## config.mk

```make
export PLATFORM = sky130hd
export DESIGN_NAME = load_store_unit
export DESIGN_NICKNAME = d
export VERILOG_FILES = /design/src/rtl/lsu_pkg.sv /design/src/rtl/lsu_lane_align.sv /design/src/rtl/load_store_unit.sv
export SDC_FILE = /design/constraint.sdc
export NUM_CORES = 1
export LEC_CHECK = 0
export CORE_UTILIZATION = 43
export DETAILED_ROUTE_END_ITERATION = 8
export PLACE_DENSITY = 0.77
export SYNTH_ARGS = -nofsm -noshare
export SYNTH_HDL_FRONTEND = slang
export SYNTH_SLANG_ARGS = --single-unit
```

## constraint.sdc

```tcl
create_clock -name clk -period 2 [get_ports clk]
set_input_delay 0.4 -clock clk [delete_from_list [all_inputs] [get_ports clk]]
set_output_delay 0.4 -clock clk [all_outputs]
set_load 0.03 [all_outputs]
```

## src/rtl/lsu_pkg.sv

```systemverilog
// lsu_pkg: shared types and constants for the load/store unit.
//   - SZ_B/SZ_H/SZ_W/SZ_D : request size encodings
//   - lsu_state_e         : FSM states of load_store_unit
//   - LSU_LAT_LD          : accept-to-resp_valid edges for a load (accept edge counted)
//   - LSU_LAT_ST_D        : same, for a dword store
//   - size_mask()         : offset bits that must be zero for natural alignment
package lsu_pkg;

  localparam logic [1:0] SZ_B = 2'b00;
  localparam logic [1:0] SZ_H = 2'b01;
  localparam logic [1:0] SZ_W = 2'b10;
  localparam logic [1:0] SZ_D = 2'b11;

  typedef enum logic [2:0] {
    ST_IDLE,
    ST_READ,
    ST_CAPTURE,
    ST_MERGE,
    ST_WRITE,
    ST_RESP
  } lsu_state_e;

  localparam int LSU_LAT_LD   = 3;
  localparam int LSU_LAT_ST_D = 2;

  function automatic logic [2:0] size_mask(input logic [1:0] size);
    case (size)
      SZ_B:    return 3'b000;
      SZ_H:    return 3'b001;
      SZ_W:    return 3'b011;
      default: return 3'b111;
    endcase
  endfunction

endpackage

```

## src/rtl/lsu_lane_align.sv

```systemverilog
// lsu_lane_align: combinational lane steering between a 64-bit memory dword
// and a sub-dword access.
//   ld_dword_i  : dword read from memory
//   off_i       : byte offset of the lane (already aligned to size_i)
//   size_i      : SZ_B/SZ_H/SZ_W/SZ_D
//   unsigned_i  : 1 = zero-extend load, 0 = sign-extend
//   st_old_i    : previous memory dword for a store merge
//   st_wdata_i  : right-justified store data
//   ld_data_o   : extracted and extended load value
//   st_merged_o : st_old_i with the selected lane replaced
module lsu_lane_align
  import lsu_pkg::*;
(
  input  logic [63:0] ld_dword_i,
  input  logic [2:0]  off_i,
  input  logic [1:0]  size_i,
  input  logic        unsigned_i,
  input  logic [63:0] st_old_i,
  input  logic [63:0] st_wdata_i,
  output logic [63:0] ld_data_o,
  output logic [63:0] st_merged_o
);

  logic [5:0]  sh;
  logic [63:0] lane;
  logic [63:0] lane_mask;

  assign sh   = {off_i, 3'b000};
  assign lane = ld_dword_i >> sh;

  always_comb begin
    ld_data_o = lane;
    lane_mask = '1;
    case (size_i)
      SZ_B: begin
        ld_data_o = {{56{~unsigned_i & lane[7]}}, lane[7:0]};
        lane_mask = 64'h0000_0000_0000_00FF;
      end
      SZ_H: begin
        ld_data_o = {{48{~unsigned_i & lane[15]}}, lane[15:0]};
        lane_mask = 64'h0000_0000_0000_FFFF;
      end
      SZ_W: begin
        ld_data_o = {{32{~unsigned_i & lane[31]}}, lane[31:0]};
        lane_mask = 64'h0000_0000_FFFF_FFFF;
      end
      default: begin
        ld_data_o = lane;
        lane_mask = '1;
      end
    endcase
  end

  // Bytes outside the shifted lane mask keep their old value.
  assign st_merged_o = (st_old_i & ~(lane_mask << sh)) |
                       ((st_wdata_i << sh) & (lane_mask << sh));

endmodule

```

## src/rtl/load_store_unit.sv

```systemverilog
// load_store_unit: initiator side of the 64-bit data-memory port.
// Accepts one load/store at a time, performs read-modify-write for sub-dword
// stores and extends sub-dword loads.
// Build option: LSU_MISALIGN_TRAP_EN -- misaligned requests return resp_err;
// when undefined the offset is masked down to natural alignment.
// Ports:
//   clk, rst_n                 : clock, synchronous active-low reset
//   req_valid/req_ready        : request handshake (ready only in IDLE)
//   req_wr/size/unsigned/addr/wdata : request fields, captured at accept
//   resp_valid/resp_ready      : response handshake, held until accepted
//   resp_rdata/resp_err        : load result (0 for stores/errors), error flag
//   mem_rd/mem_wr              : memory strobes (Moore decodes of state)
//   mem_addr/mem_wrdata        : dword index (zero-extended), write data
//   mem_rddata                 : read data, valid the cycle after mem_rd
module load_store_unit
  import lsu_pkg::*;
#(
  parameter int IDX_W  = 16,
  parameter int ADDR_W = 64
) (
  input  logic              clk,
  input  logic              rst_n,
  input  logic              req_valid,
  output logic              req_ready,
  input  logic              req_wr,
  input  logic [1:0]        req_size,
  input  logic              req_unsigned,
  input  logic [ADDR_W-1:0] req_addr,
  input  logic [63:0]       req_wdata,
  output logic              resp_valid,
  input  logic              resp_ready,
  output logic [63:0]       resp_rdata,
  output logic              resp_err,
  output logic              mem_rd,
  output logic              mem_wr,
  output logic [63:0]       mem_addr,
  output logic [63:0]       mem_wrdata,
  input  logic [63:0]       mem_rddata
);

  lsu_state_e       state_q;
  logic             wr_q, uns_q, err_q;
  logic [1:0]       size_q;
  logic [2:0]       off_q;
  logic [IDX_W-1:0] idx_q;
  logic [63:0]      wdata_q, buf_q, rdata_q;

  logic [63:0] ld_data, st_merged;
  logic        range_err, misalign, req_err;

  // Any address bit above the dword index range is out of range.
  assign range_err = |(req_addr >> (IDX_W + 3));
`ifdef LSU_MISALIGN_TRAP_EN
  assign misalign  = |(req_addr[2:0] & size_mask(req_size));
`else
  assign misalign  = 1'b0;
`endif
  assign req_err   = range_err | misalign;

  lsu_lane_align u_align (
    .ld_dword_i  (mem_rddata),
    .off_i       (off_q),
    .size_i      (size_q),
    .unsigned_i  (uns_q),
    .st_old_i    (buf_q),
    .st_wdata_i  (wdata_q),
    .ld_data_o   (ld_data),
    .st_merged_o (st_merged)
  );

  always_ff @(posedge clk) begin
    if (!rst_n) begin
      state_q <= ST_IDLE;
      wr_q    <= 1'b0;
      uns_q   <= 1'b0;
      err_q   <= 1'b0;
      size_q  <= SZ_B;
      off_q   <= '0;
      idx_q   <= '0;
      wdata_q <= '0;
      buf_q   <= '0;
      rdata_q <= '0;
    end else begin
      unique case (state_q)
        ST_IDLE: if (req_valid) begin
          wr_q    <= req_wr;
          uns_q   <= req_unsigned;
          size_q  <= req_size;
          // Masking is a no-op for aligned requests; in the trap build any
          // misaligned request never reaches the memory anyway.
          off_q   <= req_addr[2:0] & ~size_mask(req_size);
          idx_q   <= req_addr[IDX_W+2:3];
          wdata_q <= req_wdata;
          rdata_q <= '0;
          err_q   <= req_err;
          // Dword stores write straight from the request; others get merged later.
          if (req_wr) buf_q <= req_wdata;
          if (req_err)                      state_q <= ST_RESP;
          else if (req_wr && req_size == SZ_D) state_q <= ST_WRITE;
          else                              state_q <= ST_READ;
        end
        ST_READ:    state_q <= ST_CAPTURE;
        ST_CAPTURE: begin
          if (wr_q) begin
            buf_q   <= mem_rddata;
            state_q <= ST_MERGE;
          end else begin
            rdata_q <= ld_data;
            state_q <= ST_RESP;
          end
        end
        ST_MERGE: begin
          buf_q   <= st_merged;
          state_q <= ST_WRITE;
        end
        ST_WRITE: state_q <= ST_RESP;
        ST_RESP:  if (resp_ready) state_q <= ST_IDLE;
        default:  state_q <= ST_IDLE;
      endcase
    end
  end

  assign req_ready  = (state_q == ST_IDLE);
  assign resp_valid = (state_q == ST_RESP);
  assign resp_rdata = rdata_q;
  assign resp_err   = err_q;
  assign mem_rd     = (state_q == ST_READ);
  assign mem_wr     = (state_q == ST_WRITE);
  assign mem_addr   = {{(64-IDX_W){1'b0}}, idx_q};
  assign mem_wrdata = buf_q;

endmodule

```

==> flow_results.xml, run 1 <==
<?xml version="1.0" encoding="UTF-8"?>
<metrics>
  <group name="yosys">
    <metric name="area_share_of_fa_ha_maj_cells_after_synthesis" unit="">0</metric>
    <metric name="synth.largest_area_cell" unit="">dfxtp_1</metric>
    <metric name="synth_simple_gate_area_share" unit="">0.153</metric>
    <metric name="syn-cell-area" unit="sq um">13000</metric>
    <metric name="ys_types" unit="">67</metric>
    <metric name="synthXorXnorAreaFrac" unit="">0</metric>
    <metric name="syn_area_per_cell" unit="sq um">7.99</metric>
    <metric name="largest_family_of_logic_cells_by_synthesized_area" unit="">compound AO/OA/AOI/OAI gates</metric>
    <metric name="yosys-top-cells-area" unit="">dfxtp_1, nand2_1, a21oi_1</metric>
    <metric name="postSynthCellCount" unit="">1627</metric>
    <metric name="muxShareOfSynthArea" unit="">0.122</metric>
    <metric name="synth-async-reset-ratio" unit="">0</metric>
    <metric name="synth_top_cells_by_count" unit="">nand2_1, dfxtp_1, a21oi_1</metric>
    <metric name="yosysWarningCount" unit="">0</metric>
    <metric name="synth-edff-count" unit="">0</metric>
    <metric name="synth.most_common_cell" unit="">nand2_1</metric>
    <metric name="yosys.area.top_type_share" unit="">0.337</metric>
    <metric name="synth-seq-cells" unit="">219</metric>
    <metric name="synth_compound_area_frac" unit="">0.304</metric>
    <metric name="ys_seq_area_frac" unit="">0.337</metric>
    <metric name="synth_top_flop_cell" unit="">dfxtp_1</metric>
  </group>
  <group name="clock_network">
    <metric name="clk_transition_reported_paths" unit="ns">0.06</metric>
    <metric name="cts_hold_repair.buffers" unit="">0</metric>
    <metric name="clock-sinks" unit="">219</metric>
    <metric name="cts_max_level" unit="">1</metric>
    <metric name="clockRootBuffer" unit="">clkbuf_16</metric>
    <metric name="max-clock-path-buffers" unit="">3</metric>
    <metric name="clk_latency" unit="ns">0.56</metric>
    <metric name="tritoncts" unit="">built</metric>
    <metric name="numCtsBuffers" unit="">24</metric>
  </group>
  <group name="routing">
    <metric name="drt_drc_violations_left" unit="">0</metric>
    <metric name="firstDrtPassIters" unit="">7</metric>
    <metric name="dr.first_iter.drc_count" unit="">1749</metric>
    <metric name="vias" unit="">15339</metric>
    <metric name="detail-route-antenna-nets" unit="">0</metric>
    <metric name="vias_per_cell" unit="">6.11</metric>
    <metric name="total_wirelength_of_the_detailed_routed_design" unit="um">62600</metric>
    <metric name="detail_route.wl_per_cell" unit="um">24.9</metric>
  </group>
  <group name="finish">
    <metric name="fin_util" unit="">0.658</metric>
    <metric name="insertedDiodeCount" unit="">0</metric>
    <metric name="area_delta_synth_final" unit="%">50.5</metric>
    <metric name="n_fill_cell" unit="">2545</metric>
    <metric name="stdcell_area" unit="sq um">19600</metric>
    <metric name="drive_gt1_frac" unit="">0.208</metric>
    <metric name="final_nets" unit="">2302</metric>
  </group>
  <group name="global_routing">
    <metric name="groute.usage.overall" unit="">0.392</metric>
    <metric name="grt_pass1_vias" unit="">14475</metric>
    <metric name="grt_first_pass_wirelength" unit="um">90900</metric>
    <metric name="number_of_antenna_violations_at_the_first_check_in_global_routing" unit="">1</metric>
    <metric name="overflow" unit="">0</metric>
    <metric name="grt_start_max_net_pins" unit="">48</metric>
  </group>
  <group name="sta">
    <metric name="maxClockFrequency" unit="MHz">486</metric>
    <metric name="layout_worst_path_cycle_share" unit="">1.03</metric>
    <metric name="max_slew_margin" unit="">0.483</metric>
    <metric name="drv_slew" unit="">0</metric>
    <metric name="timing.final.crit_period" unit="ns">2.06</metric>
    <metric name="worst_slew_pin_slew" unit="ns">0.765</metric>
    <metric name="hold_viol_final" unit="">0</metric>
    <metric name="timing.final.ws_setup" unit="ns">-0.0558</metric>
    <metric name="setup_viol_count_final" unit="">37</metric>
    <metric name="rsz0062_at_grt" unit="">yes</metric>
    <metric name="finClkSkew" unit="ns">0.0214</metric>
  </group>
  <group name="floorplanning">
    <metric name="rows" unit="">63</metric>
    <metric name="initial_utilization" unit="">0.437</metric>
    <metric name="io-pin-count" unit="">397</metric>
    <metric name="die_area" unit="sq um">30900</metric>
    <metric name="chipWidth" unit="um">176</metric>
    <metric name="dieHeight" unit="um">176</metric>
    <metric name="design.core.area" unit="sq um">29700</metric>
  </group>
  <group name="min_path">
    <metric name="hold_path.class" unit="">in2reg</metric>
    <metric name="hold_start" unit="">req_addr[14]</metric>
  </group>
  <group name="outcome">
    <metric name="outcome" unit="">complete, but fails checks</metric>
    <metric name="violations_in_the_final_reports" unit="">negative setup slack</metric>
  </group>
  <group name="power_and_ir_drop">
    <metric name="peakVddDrop" unit="V">0.000639</metric>
    <metric name="cellPowerDensity" unit="nW/um^2">759</metric>
    <metric name="p_leak" unit="uW">0.00819</metric>
    <metric name="post-layout-total-power" unit="uW">14800</metric>
  </group>
  <group name="place">
    <metric name="gpl.final_weighted_congestion" unit="">1.04</metric>
    <metric name="placed_cell_area" unit="sq um">18400</metric>
    <metric name="detailedPlacementHpwl" unit="um">48600</metric>
    <metric name="number_of_port_buffers" unit="">348</metric>
  </group>
  <group name="setup_path">
    <metric name="worst_setup_path_start_kind" unit="">flip-flop</metric>
    <metric name="worst_setup_path_startpoint" unit="">off_q[1]</metric>
    <metric name="cp.required" unit="ns">2.41</metric>
    <metric name="crit-reg2reg-launch" unit="">off_q[1]</metric>
    <metric name="worst_ep_arrival_time" unit="ns">2.47</metric>
    <metric name="worstPathMaxFanout" unit="">32</metric>
    <metric name="cp-end-kind" unit="">flip-flop</metric>
    <metric name="kind_of_critical_path" unit="">reg2reg</metric>
  </group>
  <group name="flow_run">
    <metric name="max_cap_violations" unit="">0</metric>
  </group>
</metrics>
layer usage:
metal / wire [um] / vias to the layer above / GRT usage
li1: - / 6862 / -
met1: 24100 / 7247 / 0.490
met2: 28100 / 1021 / 0.627
met3: 6300 / 209 / 0.0771
met4: 4120 / 0 / 0.223
met5: 0 / - / 0
layout make-up:
type	count	area, sq um	area share
Tap cell	390	488	0.0250
Inverter	17	66.3	0.00339
Sequential cell	219	4400	0.225
Clock buffer	35	723	0.0370
Multi-Input combinational cell	1236	7910	0.404
Clock inverter	9	106	0.00544
Timing Repair Buffer	604	5870	0.300
flip-flops by register name, indices dropped and copies added, names as in the netlist:
register	count
idx_q	16
resp_rdata	64
wdata_q	64
wr_q	1
mem_wrdata	64
off_q	3
uns_q	1
size_q	2
state_q	3
resp_err	1
cells in the final DEF (no fill, tap or decap), types with 11 or more instances in the layout:
cell / Yosys / layout
o21ai_1: 24 / 34
o22ai_1: 23 / 22
nor2_1: 59 / 57
mux2_2: 51 / 50
dlygate4sd2_1: 0 / 40
nand3_1: 15 / 15
buf_12: 0 / 28
a2bb2oi_1: 16 / 16
a31oi_1: 25 / 25
a21oi_1: 187 / 185
dlymetal6s2s_1: 0 / 39
dfxtp_1: 219 / 213
a22oi_1: 39 / 39
mux4_2: 15 / 15
mux2i_1: 63 / 58
o211a_1: 15 / 15
o21ai_0: 95 / 84
nor2b_1: 12 / 11
conb_1: 1 / 48
buf_4: 54 / 221
clkbuf_16: 0 / 27
a221o_1: 13 / 13
nand2_1: 290 / 288
inv_1: 16 / 15
o21a_1: 15 / 15
o211ai_1: 30 / 30
a211oi_1: 27 / 22
clkdlybuf4s50_1: 0 / 265
through the flow:
| stage | setup WS, ns | hold WS, ns | setup TNS [ns] | instances |
|---|---|---|---|---|
| finish | -0.0558 | 0.389 | -0.738 | 2510 |
| global route | -0.113 | 0.407 | -4.17 | 2510 |
| global placement | -0.549 | 0.438 | -39.62 | 2458 |
| detailed placement | -0.570 | 0.439 | -41.12 | 2458 |
| floorplan | 0.0218 | 0.434 | 0 | 1674 |
| CTS | -0.0402 | 0.376 | -0.306 | 2507 |
kinds of logic after synthesis:
kind of cell    Yosys count
other cells               1
buf+inv                 219
compound gates          605
simple gates            451
mux                     132
flops                   219
report_power, final:
group / leakage (uW) / switching, uW / internal [uW]
Combinational: 0.00601 / 2970 / 2190
Sequential: 0.00179 / 342 / 4740
Clock: 0.000398 / 1940 / 2660
critical path, cell delays in order (launching register included):
cell     delay [ns]
dfxtp_4        0.44
mux2_4         0.34
mux4_2         0.50
and2_4         0.18
nor3_4         0.14
buf_12         0.20
o31ai_1        0.10
path summary, 6_finish.rpt:
kind | cells past startpoint | slack [ns] | to
max | 6 | -0.06 | resp_rdata[63]
min reg2reg | 2 | 0.45 | resp_rdata[55]
max reg2reg | 6 | -0.06 | resp_rdata[63]
min | 3 | 0.39 | idx_q[11]
repair_timing:
action	in CTS	in global routing
setup buffers	5	1
resized for setup	77	70
pin swaps	4	8
cloned	0	2
endpoints found under the hold margin	0	0
setup endpoints to repair	140	142
No activity file was read; power rests on OpenSTA's default activity.
==> run 2: changes to the inputs <==
--- a/config.mk
+++ b/config.mk
@@ -6,7 +6,8 @@
 export NUM_CORES = 1
 export LEC_CHECK = 0
-export CORE_UTILIZATION = 43
+export CORE_UTILIZATION = 44
+export CTS_BUF_LIST = sky130_fd_sc_hd__clkbuf_8
 export DETAILED_ROUTE_END_ITERATION = 8
-export PLACE_DENSITY = 0.77
+export PLACE_DENSITY = 0.79
 export SYNTH_ARGS = -nofsm -noshare
 export SYNTH_HDL_FRONTEND = slang
==> constraint.sdc (replaced) <==
create_clock -name clk -period 2 [get_ports clk]
set_input_delay 0.3 -clock clk [delete_from_list [all_inputs] [get_ports clk]]
set_output_delay 0.3 -clock clk [all_outputs]
set_load 0.03 [all_outputs]
==> flow_results.xml, run 2 (synthesis gave the netlist of run 1 again) <==
<?xml version="1.0" encoding="UTF-8"?>
<metrics>
  <group name="outcome">
    <metric name="outcome" unit="">complete, but fails checks</metric>
    <metric name="violations_in_the_final_reports" unit="">negative setup slack</metric>
  </group>
  <group name="setup_path">
    <metric name="worst_ep_arrival_time" unit="ns">2.58</metric>
    <metric name="worstReg2RegEnd" unit="">resp_rdata[45]</metric>
    <metric name="r2r_cells" unit="">8</metric>
    <metric name="crit-reg2reg-launch" unit="">off_q[1]</metric>
    <metric name="kind_of_critical_path" unit="">reg2reg</metric>
    <metric name="worstPathMaxFanout" unit="">16</metric>
    <metric name="cp.required" unit="ns">2.43</metric>
    <metric name="worst_setup_path_start_kind" unit="">flip-flop</metric>
    <metric name="timing.reg2reg.setup_slack" unit="ns">-0.15</metric>
    <metric name="cp-end-kind" unit="">flip-flop</metric>
    <metric name="worst_setup_path_startpoint" unit="">off_q[1]</metric>
  </group>
  <group name="global_routing">
    <metric name="grt_first_pass_wirelength" unit="um">94600</metric>
    <metric name="grt_start_max_net_pins" unit="">96</metric>
    <metric name="number_of_antenna_violations_at_the_first_check_in_global_routing" unit="">2</metric>
    <metric name="grt_pass1_vias" unit="">14895</metric>
    <metric name="overflow" unit="">0</metric>
    <metric name="groute.usage.overall" unit="">0.419</metric>
  </group>
  <group name="routing">
    <metric name="detail-route-antenna-nets" unit="">0</metric>
    <metric name="drt_drc_violations_left" unit="">0</metric>
    <metric name="detail_route.wl_per_cell" unit="um">26.2</metric>
    <metric name="vias" unit="">15585</metric>
    <metric name="total_wirelength_of_the_detailed_routed_design" unit="um">66000</metric>
    <metric name="vias_per_cell" unit="">6.18</metric>
    <metric name="firstDrtPassIters" unit="">8</metric>
    <metric name="dr.first_iter.drc_count" unit="">1824</metric>
  </group>
  <group name="sta">
    <metric name="drv_slew" unit="">0</metric>
    <metric name="worst_slew_pin_slew" unit="ns">0.540</metric>
    <metric name="rsz0062_at_grt" unit="">yes</metric>
    <metric name="hold_viol_final" unit="">0</metric>
    <metric name="setup_viol_count_final" unit="">57</metric>
    <metric name="timing.final.crit_period" unit="ns">2.15</metric>
    <metric name="finClkSkew" unit="ns">0.0359</metric>
    <metric name="layout_worst_path_cycle_share" unit="">1.07</metric>
    <metric name="holdWs" unit="ns">0.287</metric>
    <metric name="max_slew_margin" unit="">0.640</metric>
    <metric name="timing.final.ws_setup" unit="ns">-0.147</metric>
    <metric name="maxClockFrequency" unit="MHz">466</metric>
  </group>
  <group name="floorplanning">
    <metric name="chipWidth" unit="um">174</metric>
    <metric name="design.core.area" unit="sq um">28900</metric>
    <metric name="die_area" unit="sq um">30200</metric>
    <metric name="initial_utilization" unit="">0.450</metric>
    <metric name="rows" unit="">62</metric>
    <metric name="dieHeight" unit="um">174</metric>
    <metric name="io-pin-count" unit="">397</metric>
  </group>
  <group name="finish">
    <metric name="final_nets" unit="">2309</metric>
    <metric name="multi_input_comb_area" unit="sq um">8080</metric>
    <metric name="sequential_cell_area" unit="sq um">4400</metric>
    <metric name="fin_util" unit="">0.680</metric>
    <metric name="n_fill_cell" unit="">2464</metric>
    <metric name="insertedDiodeCount" unit="">0</metric>
    <metric name="drive_gt1_frac" unit="">0.224</metric>
    <metric name="post_layout_nonfiller_instances" unit="">2520</metric>
    <metric name="area_delta_synth_final" unit="%">51.0</metric>
    <metric name="mostFrequentLayoutCells" unit="">clkdlybuf4s50_1, nand2_1, dfxtp_1</metric>
    <metric name="layout.cells.most_common" unit="">clkdlybuf4s50_1</metric>
  </group>
  <group name="power_and_ir_drop">
    <metric name="cellPowerDensity" unit="nW/um^2">764</metric>
    <metric name="peakVddDrop" unit="V">0.000682</metric>
    <metric name="post-layout-total-power" unit="uW">15000</metric>
    <metric name="p_leak" unit="uW">0.00744</metric>
  </group>
  <group name="clock_network">
    <metric name="clockRootBuffer" unit="">clkbuf_8</metric>
    <metric name="clk_latency" unit="ns">0.58</metric>
    <metric name="tritoncts" unit="">built</metric>
    <metric name="clock-sinks" unit="">219</metric>
    <metric name="cts_hold_repair.buffers" unit="">0</metric>
    <metric name="cts_max_level" unit="">2</metric>
    <metric name="max-clock-path-buffers" unit="">3</metric>
    <metric name="clk_transition_reported_paths" unit="ns">0.06</metric>
    <metric name="numCtsBuffers" unit="">39</metric>
  </group>
  <group name="min_path">
    <metric name="hold_start" unit="">req_addr[8]</metric>
    <metric name="min_delay_worst_endpoint" unit="">idx_q[5]</metric>
    <metric name="hold_path.class" unit="">in2reg</metric>
    <metric name="worstHoldPathCells" unit="">3</metric>
  </group>
  <group name="place">
    <metric name="dp_cells" unit="">2430</metric>
    <metric name="gpl.final_weighted_congestion" unit="">0.985</metric>
    <metric name="detailedPlacementHpwl" unit="um">49900</metric>
    <metric name="number_of_port_buffers" unit="">348</metric>
  </group>
  <group name="flow_run">
    <metric name="max_cap_violations" unit="">0</metric>
  </group>
</metrics>
[run 2: cell types whose count changed in the layout (fill, tap and decap cells not counted), sizes merged, moves of 2 or more]
cell | before | now
clkdlybuf4s50 | 265 | 341
inv | 17 | 24
clkbuf | 37 | 54
buf | 258 | 247
dlygate4sd2 | 40 | 1
dlymetal6s2s | 39 | 2
clkinv | 5 | 7
[run 2: timing repair]
item                                   CTS  global route
gates resized for setup                 36            78
pin swaps                                4            20
setup endpoints to repair               86           103
endpoints found under the hold margin    0             0
gates cloned                             0             4
buffers inserted                         6            12
[run 2: final cells by class]
class / instances / area share
inverter: 17 / 0.00338
tap: 384 / 0.0245
clock buffer: 50 / 0.0351
timing repair buffer: 596 / 0.294
sequential: 219 / 0.224
clock inverter: 18 / 0.00720
multi-input combinational: 1236 / 0.412
[run 2: where the power goes]
part           total, uW  switching, uW  internal, uW
Sequential          5080            343          4740
Clock               4550           2040          2510
Combinational       5370           3080          2290
Total              15000           5460          9540
[run 2: worst max-delay path, stage by stage (launching register included)]
cell       delay, ns
dfxtp_4         0.38
buf_12          0.12
mux2_4          0.32
mux4_2          0.48
and2_4          0.18
nor3_4          0.11
buf_6           0.16
clkbuf_16       0.17
o21ai_1         0.07
[run 2: stage by stage]
stage	TNS (ns)	worst slack, ns	area (sq um)
floorplan	0	0.0218	13200
global placement	-26.03	-0.472	18100
detailed placement	-28.53	-0.513	18100
CTS	-3.42	-0.112	19100
global route	-7.97	-0.184	19600
finish	-5.37	-0.147	19600
[run 2: worst max-delay path by stage]
stage,end,slack [ns],cells after the start
2_1_floorplan,resp_rdata[57],0.02,7
3_3_place_gp,resp_rdata[59],-0.47,7
3_5_place_dp,resp_rdata[61],-0.51,7
4_1_cts,resp_rdata[61],-0.11,7
5_1_grt,mem_wrdata[35],-0.18,9
6_report,resp_rdata[45],-0.15,8
[run 2: routing by layer]
layer | up-vias | GRT usage | share of wire | routed length (um)
met4 | 6 | 0.235 | 0.066 | 4330
met2 | 1065 | 0.672 | 0.45 | 30000
li1 | 6859 | - | - | -
met1 | 7409 | 0.515 | 0.37 | 24700
met3 | 246 | 0.0993 | 0.10 | 6880
met5 | - | 0 | 0.00061 | 40
